File: config.mk
export PLATFORM = sky130hd
export DESIGN_NAME = writeback_queue_flat
export DESIGN_NICKNAME = d
export VERILOG_FILES = /design/src/rtl/writeback_queue_if.sv /design/src/rtl/writeback_queue.sv /design/src/flat_wrapper.sv
export SDC_FILE = /design/constraint.sdc
export NUM_CORES = 1
export LEC_CHECK = 0
export CAP_MARGIN = 10
export CELL_PAD_IN_SITES_DETAIL_PLACEMENT = 1
export CELL_PAD_IN_SITES_GLOBAL_PLACEMENT = 1
export CORE_MARGIN = 4
export CORE_UTILIZATION = 40
export DETAILED_ROUTE_END_ITERATION = 8
export PLACE_DENSITY_LB_ADDON = 0.05
export SYNTH_ARGS = -nofsm -noshare
export SYNTH_HDL_FRONTEND = slang
export SYNTH_SLANG_ARGS = --single-unit
File: constraint.sdc
create_clock -name clk -period 3.65 [get_ports clk]
set_input_delay 0.73 -clock clk [delete_from_list [all_inputs] [get_ports clk]]
set_output_delay 0.73 -clock clk [all_outputs]
set_load 0.005 [all_outputs]
File: src/rtl/writeback_queue_if.sv
// writeback_queue_if: producer, register-file and issue-stage signals of the writeback queue
interface writeback_queue_if #(parameter int DEPTH = 4);
  logic a_valid, a_ready, m_valid, m_ready, hold, write, RL_pending, RR_pending;
  logic [4:0] a_rd, m_rd, RD, RL, RR;
  logic [31:0] a_value, m_value, RDvalue;
  logic [$clog2(DEPTH):0] count;
  modport master (
    output a_valid, a_rd, a_value, m_valid, m_rd, m_value, hold, RL, RR,
    input a_ready, m_ready, RD, RDvalue, write, RL_pending, RR_pending, count
  );
  modport slave (
    input a_valid, a_rd, a_value, m_valid, m_rd, m_value, hold, RL, RR,
    output a_ready, m_ready, RD, RDvalue, write, RL_pending, RR_pending, count
  );
endinterface

File: src/rtl/writeback_queue.sv
// writeback_queue: merges adder/multiplier results into one register-file write port through a FIFO
module writeback_queue #(parameter int DEPTH = 4) (
  input logic clk,
  input logic rst,
  writeback_queue_if.slave bus
);
  localparam int AW = $clog2(DEPTH);
  localparam int CW = AW + 1;
  logic [4:0] rd_mem [DEPTH];
  logic [31:0] val_mem [DEPTH];
  logic [AW-1:0] wr_ptr, rd_ptr, m_idx, off;
  logic [CW-1:0] cnt, space;
  logic a_acc, m_acc, pop;
  logic [DEPTH-1:0] hit_l, hit_r;
  // space comes from the registered count only, so a same-cycle drain never lets an extra entry in
  always_comb begin
    space = CW'(DEPTH) - cnt;
    bus.a_ready = space != '0;
    bus.m_ready = space >= CW'(2) || (space == CW'(1) && !bus.a_valid);
    a_acc = bus.a_valid && bus.a_ready;
    m_acc = bus.m_valid && bus.m_ready;
    pop = cnt != '0 && !bus.hold;
    m_idx = a_acc ? wr_ptr + 1'b1 : wr_ptr;
    off = '0;
    hit_l = '0;
    hit_r = '0;
    for (int i = 0; i < DEPTH; i++) begin
      off = AW'(i) - rd_ptr;
      hit_l[i] = {1'b0, off} < cnt && rd_mem[i] == bus.RL;
      hit_r[i] = {1'b0, off} < cnt && rd_mem[i] == bus.RR;
    end
    bus.RL_pending = |hit_l || (bus.write && bus.RD == bus.RL);
    bus.RR_pending = |hit_r || (bus.write && bus.RD == bus.RR);
    bus.count = cnt;
  end
  always_ff @(posedge clk) begin
    if (a_acc) begin
      rd_mem[wr_ptr] <= bus.a_rd;
      val_mem[wr_ptr] <= bus.a_value;
    end
    if (m_acc) begin
      rd_mem[m_idx] <= bus.m_rd;
      val_mem[m_idx] <= bus.m_value;
    end
  end
  always_ff @(posedge clk) begin
    if (rst) begin
      wr_ptr <= '0;
      rd_ptr <= '0;
      cnt <= '0;
      bus.write <= 1'b0;
      bus.RD <= '0;
      bus.RDvalue <= '0;
    end else begin
      wr_ptr <= wr_ptr + AW'(a_acc) + AW'(m_acc);
      cnt <= cnt + CW'(a_acc) + CW'(m_acc) - CW'(pop);
      bus.write <= pop;
      if (pop) begin
        rd_ptr <= rd_ptr + 1'b1;
        bus.RD <= rd_mem[rd_ptr];
        bus.RDvalue <= val_mem[rd_ptr];
      end
    end
  end
endmodule

File: src/flat_wrapper.sv
// flat-port wrapper written by rule: the top's interface ports become plain ports
module writeback_queue_flat 
#(parameter int DEPTH = 4)
  (clk, rst, bus_a_valid, bus_a_rd, bus_a_value, bus_m_valid, bus_m_rd, bus_m_value, bus_hold, bus_RL, bus_RR, bus_a_ready, bus_m_ready, bus_RD, bus_RDvalue, bus_write, bus_RL_pending, bus_RR_pending, bus_count);
  writeback_queue_if #(.DEPTH(DEPTH)) bus_i ();
  input logic clk;
  input logic rst;
  input wire logic [$bits(bus_i.a_valid)-1:0] bus_a_valid;
  input wire logic [$bits(bus_i.a_rd)-1:0] bus_a_rd;
  input wire logic [$bits(bus_i.a_value)-1:0] bus_a_value;
  input wire logic [$bits(bus_i.m_valid)-1:0] bus_m_valid;
  input wire logic [$bits(bus_i.m_rd)-1:0] bus_m_rd;
  input wire logic [$bits(bus_i.m_value)-1:0] bus_m_value;
  input wire logic [$bits(bus_i.hold)-1:0] bus_hold;
  input wire logic [$bits(bus_i.RL)-1:0] bus_RL;
  input wire logic [$bits(bus_i.RR)-1:0] bus_RR;
  output wire logic [$bits(bus_i.a_ready)-1:0] bus_a_ready;
  output wire logic [$bits(bus_i.m_ready)-1:0] bus_m_ready;
  output wire logic [$bits(bus_i.RD)-1:0] bus_RD;
  output wire logic [$bits(bus_i.RDvalue)-1:0] bus_RDvalue;
  output wire logic [$bits(bus_i.write)-1:0] bus_write;
  output wire logic [$bits(bus_i.RL_pending)-1:0] bus_RL_pending;
  output wire logic [$bits(bus_i.RR_pending)-1:0] bus_RR_pending;
  output wire logic [$bits(bus_i.count)-1:0] bus_count;
  assign bus_i.a_valid = bus_a_valid;
  assign bus_i.a_rd = bus_a_rd;
  assign bus_i.a_value = bus_a_value;
  assign bus_i.m_valid = bus_m_valid;
  assign bus_i.m_rd = bus_m_rd;
  assign bus_i.m_value = bus_m_value;
  assign bus_i.hold = bus_hold;
  assign bus_i.RL = bus_RL;
  assign bus_i.RR = bus_RR;
  assign bus_a_ready = bus_i.a_ready;
  assign bus_m_ready = bus_i.m_ready;
  assign bus_RD = bus_i.RD;
  assign bus_RDvalue = bus_i.RDvalue;
  assign bus_write = bus_i.write;
  assign bus_RL_pending = bus_i.RL_pending;
  assign bus_RR_pending = bus_i.RR_pending;
  assign bus_count = bus_i.count;
  writeback_queue #(.DEPTH(DEPTH)) u_core (.clk(clk), .rst(rst), .bus(bus_i));
endmodule
Word level (Yosys, flattened, before mapping)
Memory sizes are Yosys's and may differ from the RTL's. A register that Yosys moved wholly into a read port is not among the register bits.
Cells that the tools add are included.
{"block": "totals", "regBits": 8, "ramBits": 148, "in_bits": 89, "output_inout_bits": 45, "wordCells": 62, "memories": 2}
{"block": "op_classes", "n_addsub": 12, "order_cmp": 5, "n_eq_ne": 11, "n_mux": 5, "reduce_logical": 23}
{"memory": "u_core.val_mem", "words": 4, "word_bits": 32, "read_ports": 1, "rd_clocked_by_memory_dff": 1, "write_ports": 2, "line": "writeback_queue.sv:10", "source": "logic [31:0] val_mem [DEPTH];"}
{"memory": "u_core.rd_mem", "words": 4, "word_bits": 5, "read_ports": 5, "rd_clocked_by_memory_dff": 1, "write_ports": 2, "line": "writeback_queue.sv:9", "source": "logic [4:0] rd_mem [DEPTH];"}
{"op": "== test 5 bit", "count": 10}
{"op": "logical AND 1 bit", "count": 14}
{"op": "< comparator 2 x 3 -> 1 bit", "count": 4}
{"op": "OR reduction 4 bit", "count": 2}
{"op": "adder 3 x 1 -> 3 bit", "count": 2}
{"op": "nonzero test 3 bit", "count": 2}
{"op": "adder 2 x 1 -> 2 bit", "count": 2}
{"op": "adder 2 x 1 -> 2 bit (second input constant)", "count": 2}
{"op": "2-to-1 mux 1 bit", "count": 4}
{"op": "subtractor 1 x 2 -> 2 bit (first input constant)", "count": 2}
{"op": "subtractor 2 bit (first input constant)", "count": 2}
{"op": "== test 3 x 1 -> 1 bit (second input constant)", "count": 1}
{"op": ">= comparator 3 x 2 -> 1 bit (second input constant)", "count": 1}
{"op": "logical OR 1 bit", "count": 3}
{"op": "subtractor 3 x 1 -> 3 bit", "count": 1}
{"op": "subtractor 3 bit (first input constant)", "count": 1}
{"op": "logical NOT 1 bit", "count": 2}
{"op": "2-to-1 mux 2 bit", "count": 1}

Logic depth before layout (Yosys ltp)
Gate-level depths: netlist (run 1).
{"block": "logic_depth", "depth_word": 7, "ltp_mapped": 13, "depth_no_buf": 12}

Worst setup path before layout (run 1)
Ideal clock, no wire load.
{"block": "synth_path", "path_type": "register to register", "startpoint": "register u_core.cnt[1] (netlist: u_core.bus.count[1])", "endpoint": "memory u_core.rd_mem[1][0], enable pin", "setup_ps": 393, "arrival_ps": 2635, "t_required_ps": 3257, "setup_slack_ps": 622, "stages_incl_launch_ff": 13, "n_path_buf": 3, "synth_period_minus_slack_ps": 3028, "cell_sequence": "dfxtp_1 inv_1 ha_1 ha_1 nor2b_4 buf_6 inv_6 nor3_2 a31oi_1 nor2_2 buf_6 buf_6 a21o_1"}
{"item": "from (decl)", "line": "writeback_queue.sv:12", "source": "logic [CW-1:0] cnt, space;"}
{"item": "from (signal assigned)", "line": "writeback_queue.sv:56", "source": "cnt <= cnt + CW'(a_acc) + CW'(m_acc) - CW'(pop);"}
{"item": "to (decl)", "line": "writeback_queue.sv:9"}

Worst setup path in the final report (run 1)
{"block": "layout_path", "startpoint": "input bus_RL[4]", "endpoint": "output bus_RL_pending"}
{"block": "layout_via", "elab_chain_len": 4, "word_cells_on_any_way": 12, "cone_classes": "5 x eq/ne; 7 x reduce/logical"}
{"item": "from (decl)", "line": "flat_wrapper.sv:15", "source": "input wire logic [$bits(bus_i.RL)-1:0] bus_RL;"}
{"item": "== test 5 bit", "line": "writeback_queue.sv:29", "source": "hit_l[i] = {1'b0, off} < cnt && rd_mem[i] == bus.RL;"}
{"item": "logical AND 1 bit", "line": "writeback_queue.sv:29"}
{"item": "OR reduction 4 bit", "line": "writeback_queue.sv:32", "source": "bus.RL_pending = |hit_l || (bus.write && bus.RD == bus.RL);"}
{"item": "logical OR 1 bit (*)", "line": "writeback_queue.sv:32"}
{"item": "to (decl)", "line": "flat_wrapper.sv:22", "source": "output wire logic [$bits(bus_i.RL_pending)-1:0] bus_RL_pending;"}
Mark *: on every way between the ends. The rest lies on a longest branch, timed or not.

==> out/metrics.csv, run 1 <==
metric,value,unit
outcome,completed,
Seq pwr share,39.9,%
Ports,134,
dominant cell by count in the synthesized netlist,edfxtp_1,
Final ANT Viol Nets,0,
total wire length,27000,µm
endpoint class of the critical path,primary output,
Synth top area share,44.6,%
"Setup Fix Bufs, Post-CTS",0,
clock share of power,20.6,%
Initial Utilization,40.9,%
CP Launch Type,input pin,
R2R Setup Slk,0.77,ns
Cell variety after synth,39,
final hold vios,0,
maximum VDD drop,0.310,mV
H-tree Lvls,4,
Worst path max stage delay,0.53,ns
P_sw,3.09,mW
Post-Synth Simple-Gate Area,5.43,%
"FF+latch count, synth",193,
static leakage,4.30,nW
Post-Synth Adder-Cell Area,2.36,%
Sw Share,34.1,%
Tot GR Track Use,19.9,%
# setup viols final,0,
top cells by instance count after synthesis,"edfxtp_1 (148), mux2_2 (83), nand2_1 (78)",
synth warn,0,
Vias per Instance,5.31,
die area,27500,µm²
CP required,2.92,ns
Die H,166,µm
Main synth FF type,edfxtp_1,
first-pass GRT wire length,42200,µm
synth top area cells,"edfxtp_1 (45%), mux2_2 (9.4%), dfxtp_1 (9.0%)",
DR pass1 iterations,4,
Post-synth EDFFs,148,
Post-Syn Area per Cell,14.5,µm²
HPWL after DPL,17700,µm
pin slew with the least headroom to its limit,0.842,ns
Root Buffer,clkbuf_16,
Hold Slack,0.458,ns
Achievable Freq,294,MHz
clock slew at reported path FFs,0.07,ns
async set-reset flop share out of synthesis,0,%
gpl congestion,0.834,
PD cells,733,nW/µm²
Non-Filler Instances,1163,
most frequent CP cell,clkdlybuf4s50_1,
Post-Syn Area,9970,µm²
Final Slew Violations,0,
CP Max Fanout,2,
main combinational cell family by area after synthesis,multiplexers,
pre-CTS setup slack,0.240,ns
Final Power,9.04,mW
Worst EP arrival,2.68,ns
initial antenna violation count,1,
largest net degree at the start of global routing,40,
CP top delay family,buffers and inverters,
clock latency on the worst-skew pair,0.44,ns
sequential fraction of the synthesis area,53.6,%
Setup Skew,0.0167,ns
layout cells sized above 1,31.4,%
number of remaining DRC errors,0,
1st-iter DRT viols,271,
final period utilization,93.3,%
area of placed instances,11700,µm²
DR vias,6172,
port bufs,133,
Clock Sinks,193,
Synth Area in XOR/XNOR,4.92,%
RSZ-0062 raised after global routing,false,
clock buffer depth,2,
logic gate share of total power,39.5,%
max_cap viols,0,
final instance area,12300,µm²
Worst slew margin,43.9,%
Std-Cell Rows,57,
Synth Area in Compound Gates,3.01,%
crit path max-delay cell type,or4_1,
Inserted Clock Buffers,17,
"Cell Chain, Critical Path","clkdlybuf4s50_1, xnor2_1, nand3_1, or4_1, nand4_1, clkdlybuf4s50_1",
Avg WL per Cell,23.2,µm
total gr overflow,0,
CORE AREA,24400,µm²
vias in the first global route,6938,
Worst Slack Setup Final,0.245,ns
multiplexer share of the synthesized area,27.2,%
sum of negative setup slack,0,ns
Placed Cells,1130,
final core occ,50.6,%
syn nets,795,
total internal power,5.96,mW
Gate Count Post-Synth,689,
Synth area leader,edfxtp_1,
NumNets Final,931,
CTS tree,done,
Buf/Inv on CP,2,
Final Critical Period,3.41,ns
Crit Path Class,in -> out,
P&R area growth vs syn,23.7,%
HP Class,reg -> reg,
chip width,166,µm
-- cell families after synthesis --
logic type	count (synthesis)
compound gates	55
xor+xnor	56
fa+ha+maj	17
buf+inv	61
flops	193
mux	185
simple gates	122
-- registers in the layout, indices dropped and copies added (netlist names) --
name                cells
u_core.val_mem        128
u_core.bus.RDvalue     32
u_core.rd_mem          20
u_core.bus.RD           5
u_core.bus.count        3
u_core.rd_ptr           2
u_core.wr_ptr           2
u_core.bus.write        1
-- worst reg2reg max path: stages (launching register included) --
cell and delay (ns):
dfxtp_1 0.45, inv_1 0.14, ha_1 0.24, ha_1 0.29, nand3_2 0.12, nand2_1 0.30, a21oi_4 0.25, buf_4 0.44
mux2_2 0.41
-- per-layer routing --
layer | global-route usage (%) | wire [µm]
met3 | 3.67 | 859
met2 | 34.8 | 14000
met5 | 0 | 0
met1 | 26.0 | 12000
met4 | 4.48 | 184
-- layout make-up --
type	instances	area, µm²
inverters	12	50.0
diodes	1	2.50
repair buffers	166	1610
clock inverters	13	140
flip-flops and latches	193	5350
well taps	324	405
multi-input cells	435	4330
fillers	2433	12100
clock buffers	19	443
-- what timing repair did --
action	in CTS	in global routing
hold buffers	0	0
setup endpoints to repair	0	2
resized for setup	0	3
-- power groups by stage --
stage / Combinational, mW / Sequential, mW / Clock, mW
6_report: 3.58 / 3.61 / 1.86
5_1_grt: 3.88 / 3.68 / 2.01
4_1_cts: 3.66 / 3.62 / 1.91
3_5_place_dp: 3.63 / 3.67 / 0
3_3_place_gp: 3.58 / 3.62 / 0
2_1_floorplan: 2.29 / 3.56 / 0
-- final timing paths --
check,cells after the start,to,startpoint
worst max register to register,8,u_core.val_mem[3][13],u_core.bus.count[0]
worst min register to register,2,u_core.bus.RDvalue[30],u_core.bus.RDvalue[30]
worst max-delay path,6,bus_RL_pending,bus_RL[4]
worst min-delay path,2,u_core.bus.RDvalue[30],u_core.bus.RDvalue[30]
-- layout by cell type, fill, tap and decap left out, types with 14 or more instances in the layout --
master           synthesis  routed
dfxtp_1                 45      42
a21oi_1                 41      40
clkdlybuf4s50_1          0     132
xor2_1                  25      25
edfxtp_1               148     148
mux2_4                  57      57
clkbuf_16                0      17
buf_4                    1      30
nand2_1                 78      77
ha_1                    14      14
mux2_2                  83      83
xnor2_1                 31      31
mux4_2                  37      37
Note: power is estimated with default switching activity, not from simulation.
==> run 2: changes to the inputs <==
--- a/config.mk
+++ b/config.mk
@@ -11,6 +11,7 @@
 export CORE_MARGIN = 4
 export CORE_UTILIZATION = 40
 export DETAILED_ROUTE_END_ITERATION = 8
+export GPL_TIMING_DRIVEN = 0
 export PLACE_DENSITY_LB_ADDON = 0.05
 export SYNTH_ARGS = -nofsm -noshare
 export SYNTH_HDL_FRONTEND = slang
==> run 2 against run 1 <==
Clock power about the same. Cell count up 0.69%. Sequential power about the same. Global-route usage down 0.31 points. Design area down 0.29%. Worst hold slack worse by 0.0012 ns. First-iteration DRC count up 3.0%. Maximum frequency down 1.8%. Core utilization down 0.15 points. Critical endpoint is now bus_RR_pending. Largest power group is now combinational cells.
==> out/metrics.csv, run 2 (synthesis results as in run 1) <==
metric,value,unit
Avg WL per Cell,23.1,µm
Hold Slack,0.457,ns
# setup viols final,0,
Setup Skew,0.0152,ns
pre-CTS setup slack,-0.0484,ns
max FFs per register,128,
Top Registers,"u_core.val_mem (128), u_core.bus.RDvalue (32), u_core.rd_mem (20)",
port bufs,122,
met1 Use GR,24.4,%
worst reg2reg startpoint,u_core.bus.count[0],
CORE AREA,24400,µm²
Crit Path Class,reg -> out,
"commonest non-fill, non-tap cell in the layout",edfxtp_1,
number of remaining DRC errors,0,
CP Max Fanout,10,
HPWL after DPL,19000,µm
pin slew with the least headroom to its limit,0.828,ns
total gr overflow,0,
routing usage on met3,4.00,%
Final ANT Viol Nets,0,
R2R Setup Slk,0.27,ns
DR vias,6166,
largest net degree at the start of global routing,25,
reg2reg path depth,13,
Achievable Freq,289,MHz
gpl congestion,0.832,
clock buffer depth,2,
clock slew at reported path FFs,0.07,ns
Final Slew Violations,0,
Vias per Instance,5.27,
static leakage,4.28,nW
Final Critical Period,3.47,ns
Critical Path Sink,bus_RR_pending,
max_cap viols,0,
PD cells,738,nW/µm²
1st-iter DRT viols,279,
HP Class,reg -> reg,
initial antenna violation count,0,
outcome,completed,
Reg with most FFs,u_core.val_mem,
R2R Path End,u_core.val_mem[1][3],
Inserted Clock Buffers,17,
fill count,2445,
RSZ-0062 raised after global routing,false,
CTS tree,done,
endpoint class of the critical path,primary output,
Ports,134,
"Setup Fix Bufs, Post-CTS",0,
Final Power,9.08,mW
die area,27500,µm²
clock latency on the worst-skew pair,0.44,ns
first-pass GRT wire length,41300,µm
DR pass1 iterations,4,
vias in the first global route,6968,
CP required,2.92,ns
final period utilization,95.0,%
Clock Sinks,193,
Critical Path Start,u_core.rd_ptr[1],
CP Launch Type,flip-flop,
Placed Cells,1139,
Worst slew margin,44.8,%
Root Buffer,clkbuf_16,
P&R area growth vs syn,23.3,%
H-tree Lvls,4,
Initial Utilization,40.9,%
total wire length,27000,µm
Worst EP arrival,2.74,ns
GRT Max-Usage Layer,met2,
Tot GR Track Use,19.6,%
layout cells sized above 1,29.9,%
maximum VDD drop,0.315,mV
final hold vios,0,
Std-Cell Rows,57,
M2 GR Usage,35.4,%
Worst Slack Setup Final,0.184,ns
"commonest non-fill, non-tap cells in the layout","edfxtp_1 (148), clkdlybuf4s50_1 (122), mux2_2 (83), nand2_1 (77), mux2_4 (57)",
Die H,166,µm
NumNets Final,939,
chip width,166,µm
Non-Filler Instances,1171,
==> run 2: cell types whose count changed in the layout (fill, tap and decap cells not counted), moves of 2 or more <==
cell	delta
buf_1	+5
clkdlybuf4s50_1	-10
buf_4	-29
buf_2	+10
clkbuf_1	+17
dfxtp_1	+2
nor2_4	-2
buf_6	+12
==> run 2: per-stage QoR <==
step / instance area [µm²] / util [%] / setup TNS, ns
2_1_floorplan: 9970 / - / 0
3_3_place_gp: 11600 / 47.5 / -116.72
3_5_place_dp: 11700 / 47.9 / -0.0484
4_1_cts: 12300 / 50.4 / 0
5_1_grt: 12300 / 50.4 / 0
6_report: 12300 / 50.4 / 0
==> run 2: worst min path at each step <==
stage	endpoint	depth (start not counted)	slack [ns]	startpoint
after floorplan	u_core.bus.RDvalue[0]	2	0.45	u_core.bus.RDvalue[0]
after global placement	u_core.bus.RDvalue[7]	2	0.44	u_core.bus.RDvalue[7]
after detailed placement	u_core.bus.RDvalue[8]	2	0.45	u_core.bus.RDvalue[8]
after CTS	u_core.bus.RDvalue[8]	2	0.46	u_core.bus.RDvalue[8]
after global routing	u_core.bus.RDvalue[9]	2	0.49	u_core.bus.RDvalue[9]
final	u_core.bus.RDvalue[8]	2	0.46	u_core.bus.RDvalue[8]
==> run 2: timing repair <==
item                       4_1_cts  5_1_grt
hold buffers                     0        0
gates resized for setup          4        3
pin swaps                        0        1
setup endpoints to repair        2        4
cloned                           0        0
==> run 2: area by class of cell <==
type	count	area, µm²	area share (%)
tap	324	405	3.30
timing repair buffer	126	1300	10.6
buffer	48	299	2.43
sequential	193	5350	43.5
antenna	1	2.50	0.0204
inverter	12	50.0	0.407
multi-input combinational	435	4290	34.9
clock inverter	15	170	1.38
clock buffer	17	425	3.46
==> run 2: worst max-delay path, stage by stage (launching register included) <==
cell and delay [ns]:
dfxtp_2 0.38, buf_8 0.17, inv_1 0.09, ha_1 0.29
a21oi_1 0.04, nor2_1 0.10, nor2_1 0.06, or4_1 0.53
nand4_1 0.14, clkdlybuf4s50_1 0.51
==> run 2: metal layers <==
| layer | vias up | share of wire [%] |
|---|---|---|
| met5 | - | 0 |
| met4 | 0 | 1.2 |
| met3 | 26 | 4.0 |
| met2 | 130 | 52 |
| met1 | 3170 | 43 |
| li1 | 2840 | - |
==> run 2: power breakdown <==
part           switching, mW  leakage [nW]  total (mW)  internal, mW
Sequential             0.318          1.74        3.59          3.27
Combinational           1.84          2.25        3.60          1.76
Clock                  0.908         0.285        1.89         0.978
Total                   3.07          4.28        9.08          6.01
==> patch 1 (flow settings as in run 1) <==
Reset style: asynchronous (`rst`), changed in one clocked block.
--- a/src/rtl/writeback_queue.sv
+++ b/src/rtl/writeback_queue.sv
@@ -44,5 +44,5 @@
     end
   end
-  always_ff @(posedge clk) begin
+  always_ff @(posedge clk or posedge rst) begin
     if (rst) begin
       wr_ptr <= '0;
Function: differs if rst is asserted again (counterexample within 4 cycles, from zero or initial values and one cycle with rst high); with rst held inactive, the same outputs for 4 cycles.
==> patch 1 against run 1 <==
  * Wire length is 6.5% lower
  * Clock skew is 0.0014 ns lower
  * Synthesized cell count is 13% lower
  * Power is 17% higher
  * Worst setup slack worse by 0.15 ns
  * First-iteration DRC count is 13% lower
  * Highest routed layer is now met5
  * Largest cell class unchanged
  * Sequential cell count stayed put
  * Core utilization is 0.30 points higher
  * Area after synthesis is 0.88% higher
  * Global-route usage is 1.4 points lower
  * Register-to-register slack worse by 0.23 ns
  * Final cell count is 8.0% lower
  * Cell area is 1.2% higher
  * Critical path depth is 1 higher
==> patch 1: results (changes against run 1) <==
Place
  • Dpl cell area: 11,880 µm² (+1.2%)
  • Post-Place Cells: 1,038 (-8.1%)
  • Port Buffers: 133 (unchanged)
  • Placer Congestion: 0.8391 (+0.56%)
  • Placement Setup Slack: 0.1155 ns (-0.1245 ns)
  • HPWL Detailed: 16,800 µm (-5.3%)

Worst setup path
  • Reg2reg setup slack: 0.54 ns (-0.23 ns)
  • Worst-path maximum fanout: 5 (+3)
  • Reg2Reg Capture Point: u_core.val_mem[3][28]
  • R2r startpoint: u_core.bus.count[0]
  • R2r worst-path depth: 9 (+1)
  • CP arrival: 2.82 ns (+0.14 ns)

Min path
  • Hold Path End: u_core.bus.RDvalue[8]
  • Hold WC Path Type: reg2reg
  • Hold path start: u_core.bus.RDvalue[8]
  • WHS Path Cells: 1 (-1)

Yosys
  • Post-synth EDFFs: 148 (unchanged)
  • Yosys Warn Count: 0 (unchanged)
  • Ys async rst share: 23.32% (+23 points)
  • Distinct cells, synth: 40 (+2.6%)
  • Net count after synthesis: 703 (-12%)
  • Synth cell count leaders: edfxtp_1, mux2_2, mux2_4
  • Area contributors post-synth: edfxtp_1, mux2_2, dfrtp_1
  • Sequential-to-total area share from yosys stat: 55.39% (+1.8 points)
  • Syn_area_per_cell: 16.84 µm² (+16%)
  • Synth top area share: 44.20% (-0.39 points)
  • Main synth FF type: edfxtp_1

Clock tree
  • Later-pin clock latency in the skew report: 0.44 ns (about the same)
  • Depth of the CTS H-tree: 4 (unchanged)
  • Total CTS buffers: 17 (unchanged)
  • Clock buffer depth: 2 (unchanged)
  • Post-CTS Setup Inserts: 0 (unchanged)
  • CTS clock-pin slew for the worst setup and hold paths: 0.07 ns (about the same)
  • Clock root buffer: clkbuf_16

Layout
  • N_diodes: 0 (-1)
  • Share of cells above drive strength 1: 36.06% (+4.7 points)
  • Final nets: 839 (-9.9%)
  • Top flop regs: u_core.val_mem x128, u_core.bus.RDvalue x32, u_core.rd_mem x20
  • Finished Layout Cells: 1,070 (-8.0%)

Power
  • Leak Pwr: 4.553 nW (+6.0%)
  • Peak supply drop: 0.0003643 V (+18%)

STA
  • Hold slack: 0.5100 ns (+0.05216 ns)
  • Clock skew: 0.01532 ns (-0.001397 ns)
  • Rel. slew slack: 49.63% (+5.8 points)
  • Setup tns final: 0 ns (unchanged)

GRT
  • Gr usage total: 18.58% (-1.4 points)
  • Initial antenna violation count: 1 (unchanged)
  • Pin count of the biggest net entering global routing: 41 (+2.5%)
  • Number of global-route vias before repair: 6,589 (-5.0%)
  • First-pass GRT wire length: 39,520 µm (-6.3%)

Routing
  • DR iter-0 viols: 237 (-13%)
  • Drt pass-1 iters: 6 (+2)
  • Routed WL: 25,270 µm (-6.5%)
  • Vias: 5,688 (-7.8%)

Outcome
  • Status: finished, final reports clean
## patch 1: changes by cell type after synthesis, moves of 6 or more
cell | run 1 | this run
nand2_1 | 78 | 5
dfrtp_1 | 0 | 45
dfxtp_1 | 45 | 0
a21oi_1 | 41 | 3
mux2_2 | 83 | 109
mux2_1 | 8 | 28
clkbuf_1 | 20 | 6
mux2_4 | 57 | 48
nor2_1 | 11 | 3
xnor2_1 | 31 | 24
xor2_1 | 25 | 32
buf_2 | 11 | 17
## patch 1: worst max-delay path by stage
stage | from | to | slack [ns] | cells after the start
floorplan | u_core.bus.count[1] | u_core.rd_mem[3][0] | 0.62 | 11
global placement | bus_RR[4] | bus_RR_pending | 0.17 | 7
detailed placement | bus_RL[3] | bus_RL_pending | 0.12 | 7
CTS | u_core.rd_ptr[0] | bus_RL_pending | 0.04 | 8
global route | bus_RL[3] | bus_RL_pending | 0.03 | 7
finish | bus_RL[3] | bus_RL_pending | 0.1 | 7
## patch 1: logic make-up after synthesis
group / Yosys count / share of synthesized area (%)
compound gates: 16 / 1.145
mux: 222 / 30.80
fa+ha+maj: 17 / 2.339
buf+inv: 54 / 3.285
simple gates: 39 / 2.165
flops: 193 / 55.39
xor+xnor: 56 / 4.877
## patch 1: layout make-up
cell class,instances,area (µm²)
fill,2323,12060
sequential,193,5577
multi-input combinational,350,4202
timing repair buffer,157,1649
clock buffer,19,432.9
tap,324,405.4
clock inverter,13,150.1
inverter,14,60.06
## patch 1: power by group
group,internal (mW),switching (mW)
Clock,0.974,0.883
Sequential,3.58,0.481
Combinational,2.46,2.16
## patch 1: metal layers
metal | GRT usage [%] | vias up | share of wire, %
met2 | 32.40 | 113 | 52
met5 | 0 | - | 0.051
met3 | 4.409 | 22 | 4.2
met1 | 23.92 | 2986 | 43
met4 | 3.629 | 2 | 0.87
li1 | - | 2565 | -
## patch 1: critical path, cell delays in order
cell and delay (ns):
clkdlybuf4s50_1 0.65, xor2_1 0.19, nor4_1 0.08, nand3_1 0.09, o41ai_1 0.08, or4_1 0.52, clkdlybuf4s50_1 0.47
## patch 1: what timing repair did
item,4_1_cts,5_1_grt
hold buffers,0,0
gates resized for setup,1,3
endpoints found under the setup margin,1,2
endpoints found under the hold margin,0,0
==> patch 2 (flow settings as in run 1) <==
Without the edit above. `DEPTH` is set to 4 in 3 places; all go to 8.
--- a/src/rtl/writeback_queue_if.sv
+++ b/src/rtl/writeback_queue_if.sv
@@ -1,4 +1,4 @@
 // writeback_queue_if: producer, register-file and issue-stage signals of the writeback queue
-interface writeback_queue_if #(parameter int DEPTH = 4);
+interface writeback_queue_if #(parameter int DEPTH = 8);
   logic a_valid, a_ready, m_valid, m_ready, hold, write, RL_pending, RR_pending;
   logic [4:0] a_rd, m_rd, RD, RL, RR;
--- a/src/rtl/writeback_queue.sv
+++ b/src/rtl/writeback_queue.sv
@@ -1,4 +1,4 @@
 // writeback_queue: merges adder/multiplier results into one register-file write port through a FIFO
-module writeback_queue #(parameter int DEPTH = 4) (
+module writeback_queue #(parameter int DEPTH = 8) (
   input logic clk,
   input logic rst,
--- a/src/flat_wrapper.sv
+++ b/src/flat_wrapper.sv
@@ -1,5 +1,5 @@
 // flat-port wrapper written by rule: the top's interface ports become plain ports
 module writeback_queue_flat 
-#(parameter int DEPTH = 4)
+#(parameter int DEPTH = 8)
   (clk, rst, bus_a_valid, bus_a_rd, bus_a_value, bus_m_valid, bus_m_rd, bus_m_value, bus_hold, bus_RL, bus_RR, bus_a_ready, bus_m_ready, bus_RD, bus_RDvalue, bus_write, bus_RL_pending, bus_RR_pending, bus_count);
   writeback_queue_if #(.DEPTH(DEPTH)) bus_i ();
Interface: changed (resized bus_count); port bits go from 134 to 135. The function was not compared with the original's and may differ.
==> patch 2 against run 1 <==
  * Area after synthesis is 87% higher
  * Power is 77% higher
  * Sequential share of layout area rose by 0.70 points
  * Sequential cell count grew 151
  * Worst setup slack worse by 0.083 ns
  * Wire length rose by 110%
  * Cell area grew 81%
  * Clock skew grew 0.0077 ns
  * Largest cell class unchanged
==> patch 2: results (changes against run 1) <==
Layout
  • N_diodes: 0 (-1)
  • Fillers: 4,442 (+83%)
  • Final nets: 1,512 (+62%)
  • Top flop regs: u_core.val_mem x256, u_core.rd_mem x40, u_core.bus.RDvalue x32
  • Share of cells above drive strength 1: 37.38% (+6.0 points)

Worst setup path
  • Reg2reg setup slack: 0.33 ns (-0.44 ns)
  • Worst Setup EP: bus_RR_pending
  • R2r worst-path depth: 12 (+4)
  • Worst path max stage delay: 0.39 ns (-0.14 ns)
  • Worst-path maximum fanout: 5 (+3)
  • CP arrival: 2.76 ns (+0.08 ns)
  • Critical Path Source: u_core.bus.count[1]
  • Reg2Reg Capture Point: u_core.val_mem[5][23]
  • Largest delay contributor family on the critical path: compound AO/OA/AOI/OAI gates
  • R2r startpoint: u_core.bus.count[2]
  • Slowest cell on crit path: dfxtp_2

Clock tree
  • Depth of the CTS H-tree: 2 (-2)
  • Later-pin clock latency in the skew report: 0.56 ns (+0.12 ns)
  • Clock root buffer: clkbuf_16
  • CTS clock-pin slew for the worst setup and hold paths: 0.06 ns
  • Clock buffer depth: 3 (+1)
  • Total CTS buffers: 40 (+23)

Power
  • Sequential share of power: 37.7% (-2.2 points)
  • Peak supply drop: 0.0004738 V (+53%)
  • P_seq: 6.03 mW (+67%)
  • Comb power: 6.20 mW (+73%)
  • Leak Pwr: 7.642 nW (+78%)
  • Psw: 5.377 mW (+74%)

Place
  • Post-Place Cells: 1,943 (+72%)
  • Placer Congestion: 0.8763 (+5.0%)
  • Port Buffers: 134 (+0.75%)
  • HPWL Detailed: 34,620 µm (+95%)

Yosys
  • Synth cell count leaders: edfxtp_1, mux2_2, nand2_1
  • Mapped Cells: 1,227 (+78%)
  • Post-synth EDFFs: 296 (+100%)
  • Ys async rst share: 0% (unchanged)
  • Distinct cells, synth: 55 (+41%)
  • Yosys Warn Count: 0 (unchanged)
  • Net count after synthesis: 1,343 (+69%)
  • Area contributors post-synth: edfxtp_1, mux2_2, mux4_2
  • Sequential-to-total area share from yosys stat: 52.84% (-0.78 points)

Routing
  • Vias: 11,310 (+83%)
  • Vias per cell: 5.584 (+5.2%)
  • DR iter-0 viols: 550 (+100%)
  • Drt pass-1 iters: 5 (+1)
  • DR WL/cell: 27.68 µm (+19%)

Min path
  • WHS Path Cells: 2 (unchanged)
  • Hold WC Path Type: reg2reg

GRT
  • First-pass GRT wire length: 83,580 µm (+98%)
  • Initial antenna violation count: 4 (+3)
  • Number of global-route vias before repair: 12,360 (+78%)
  • GRT overflow: 0 (unchanged)
  • Gr usage total: 22.35% (+2.4 points)
  • Pin count of the biggest net entering global routing: 75 (+88%)

STA
  • Clock skew: 0.02444 ns (+0.007723 ns)
  • Rel. slew slack: 42.02% (-1.8 points)

Flow run
  • # Max-Cap Violations: 0 (unchanged)

Outcome
  • Status: finished, final reports clean
[patch 2: changes by cell type after synthesis, sizes merged, moves of 31 or more]
cell / change
edfxtp: +148
mux2: +148
nor2: +40
a311oi: +37
mux4: +37
a21oi: -31
[patch 2: cells by family after synthesis]
family | Yosys count | share of synthesized area [%]
multiplexers | 374 | 28.61
flip-flops | 344 | 52.84
buffers and inverters | 100 | 3.356
AND/OR/NAND/NOR | 199 | 4.833
adder cells (fa/ha/maj) | 27 | 1.933
AO/OA/AOI/OAI | 81 | 3.551
XOR/XNOR | 102 | 4.873
[patch 2: worst min-delay path by stage]
stage | start | end | slack (ns)
final | u_core.bus.RDvalue[21] | u_core.bus.RDvalue[21] | 0.50
after global routing | u_core.bus.RDvalue[4] | u_core.bus.RDvalue[4] | 0.52
after CTS | u_core.bus.RDvalue[21] | u_core.bus.RDvalue[21] | 0.50
after detailed placement | u_core.bus.RDvalue[21] | u_core.bus.RDvalue[21] | 0.50
after global placement | u_core.bus.RDvalue[0] | u_core.bus.RDvalue[0] | 0.49
after floorplan | u_core.bus.RDvalue[0] | u_core.bus.RDvalue[0] | 0.49
[patch 2: area by class of cell]
cell class              instances  area, µm²  share of cell area (%)
inverters                      18      71.32                  0.3189
flip-flops and latches        344       9862                   44.10
multi-input cells             783       8288                   37.06
well taps                     600      750.7                   3.357
clock inverters                12      68.82                  0.3077
clock buffers                  60       1136                   5.080
repair buffers                209       2188                   9.785
[patch 2: repair_timing]
| action | CTS | global route |
|---|---|---|
| resized for setup | 11 | 9 |
| hold endpoints to repair | 0 | 0 |
| endpoints found under the setup margin | 2 | 2 |
| setup buffers | 1 | 10 |
| pin swaps | 4 | 9 |
[patch 2: layer usage]
metal / share of wire (%) / vias up / global-route usage (%)
met5: 0.098 / - / 0
met4: 2.2 / 8 / 5.011
met3: 3.8 / 88 / 4.298
met2: 51 / 217 / 38.59
met1: 43 / 5936 / 29.43
li1: - / 5064 / -
[patch 2: worst register-to-register path, cell delays in order, from the launching register on]
cell,delay [ns]
dfxtp_1,0.44
clkinvlp_4,0.25
buf_4,0.20
buf_4,0.13
ha_1,0.20
nand2b_4,0.10
xnor2_2,0.17
o21ai_0,0.26
a21oi_2,0.33
nor2b_4,0.26
buf_4,0.24
a31o_2,0.21
buf_12,0.22
[patch 2: stage by stage]
step                      worst slack (ns)  util, %  area (µm²)  hold slack [ns]
after global routing              0.002432    48.97       22370           0.5205
after global placement             0.01140    46.01       21020           0.4855
after CTS                         0.005548    48.73       22260           0.5040
after floorplan                    -0.9632        -       18640           0.4920
after detailed placement           0.05816    46.01       21020           0.4958
final                               0.1616    48.97       22370           0.4988
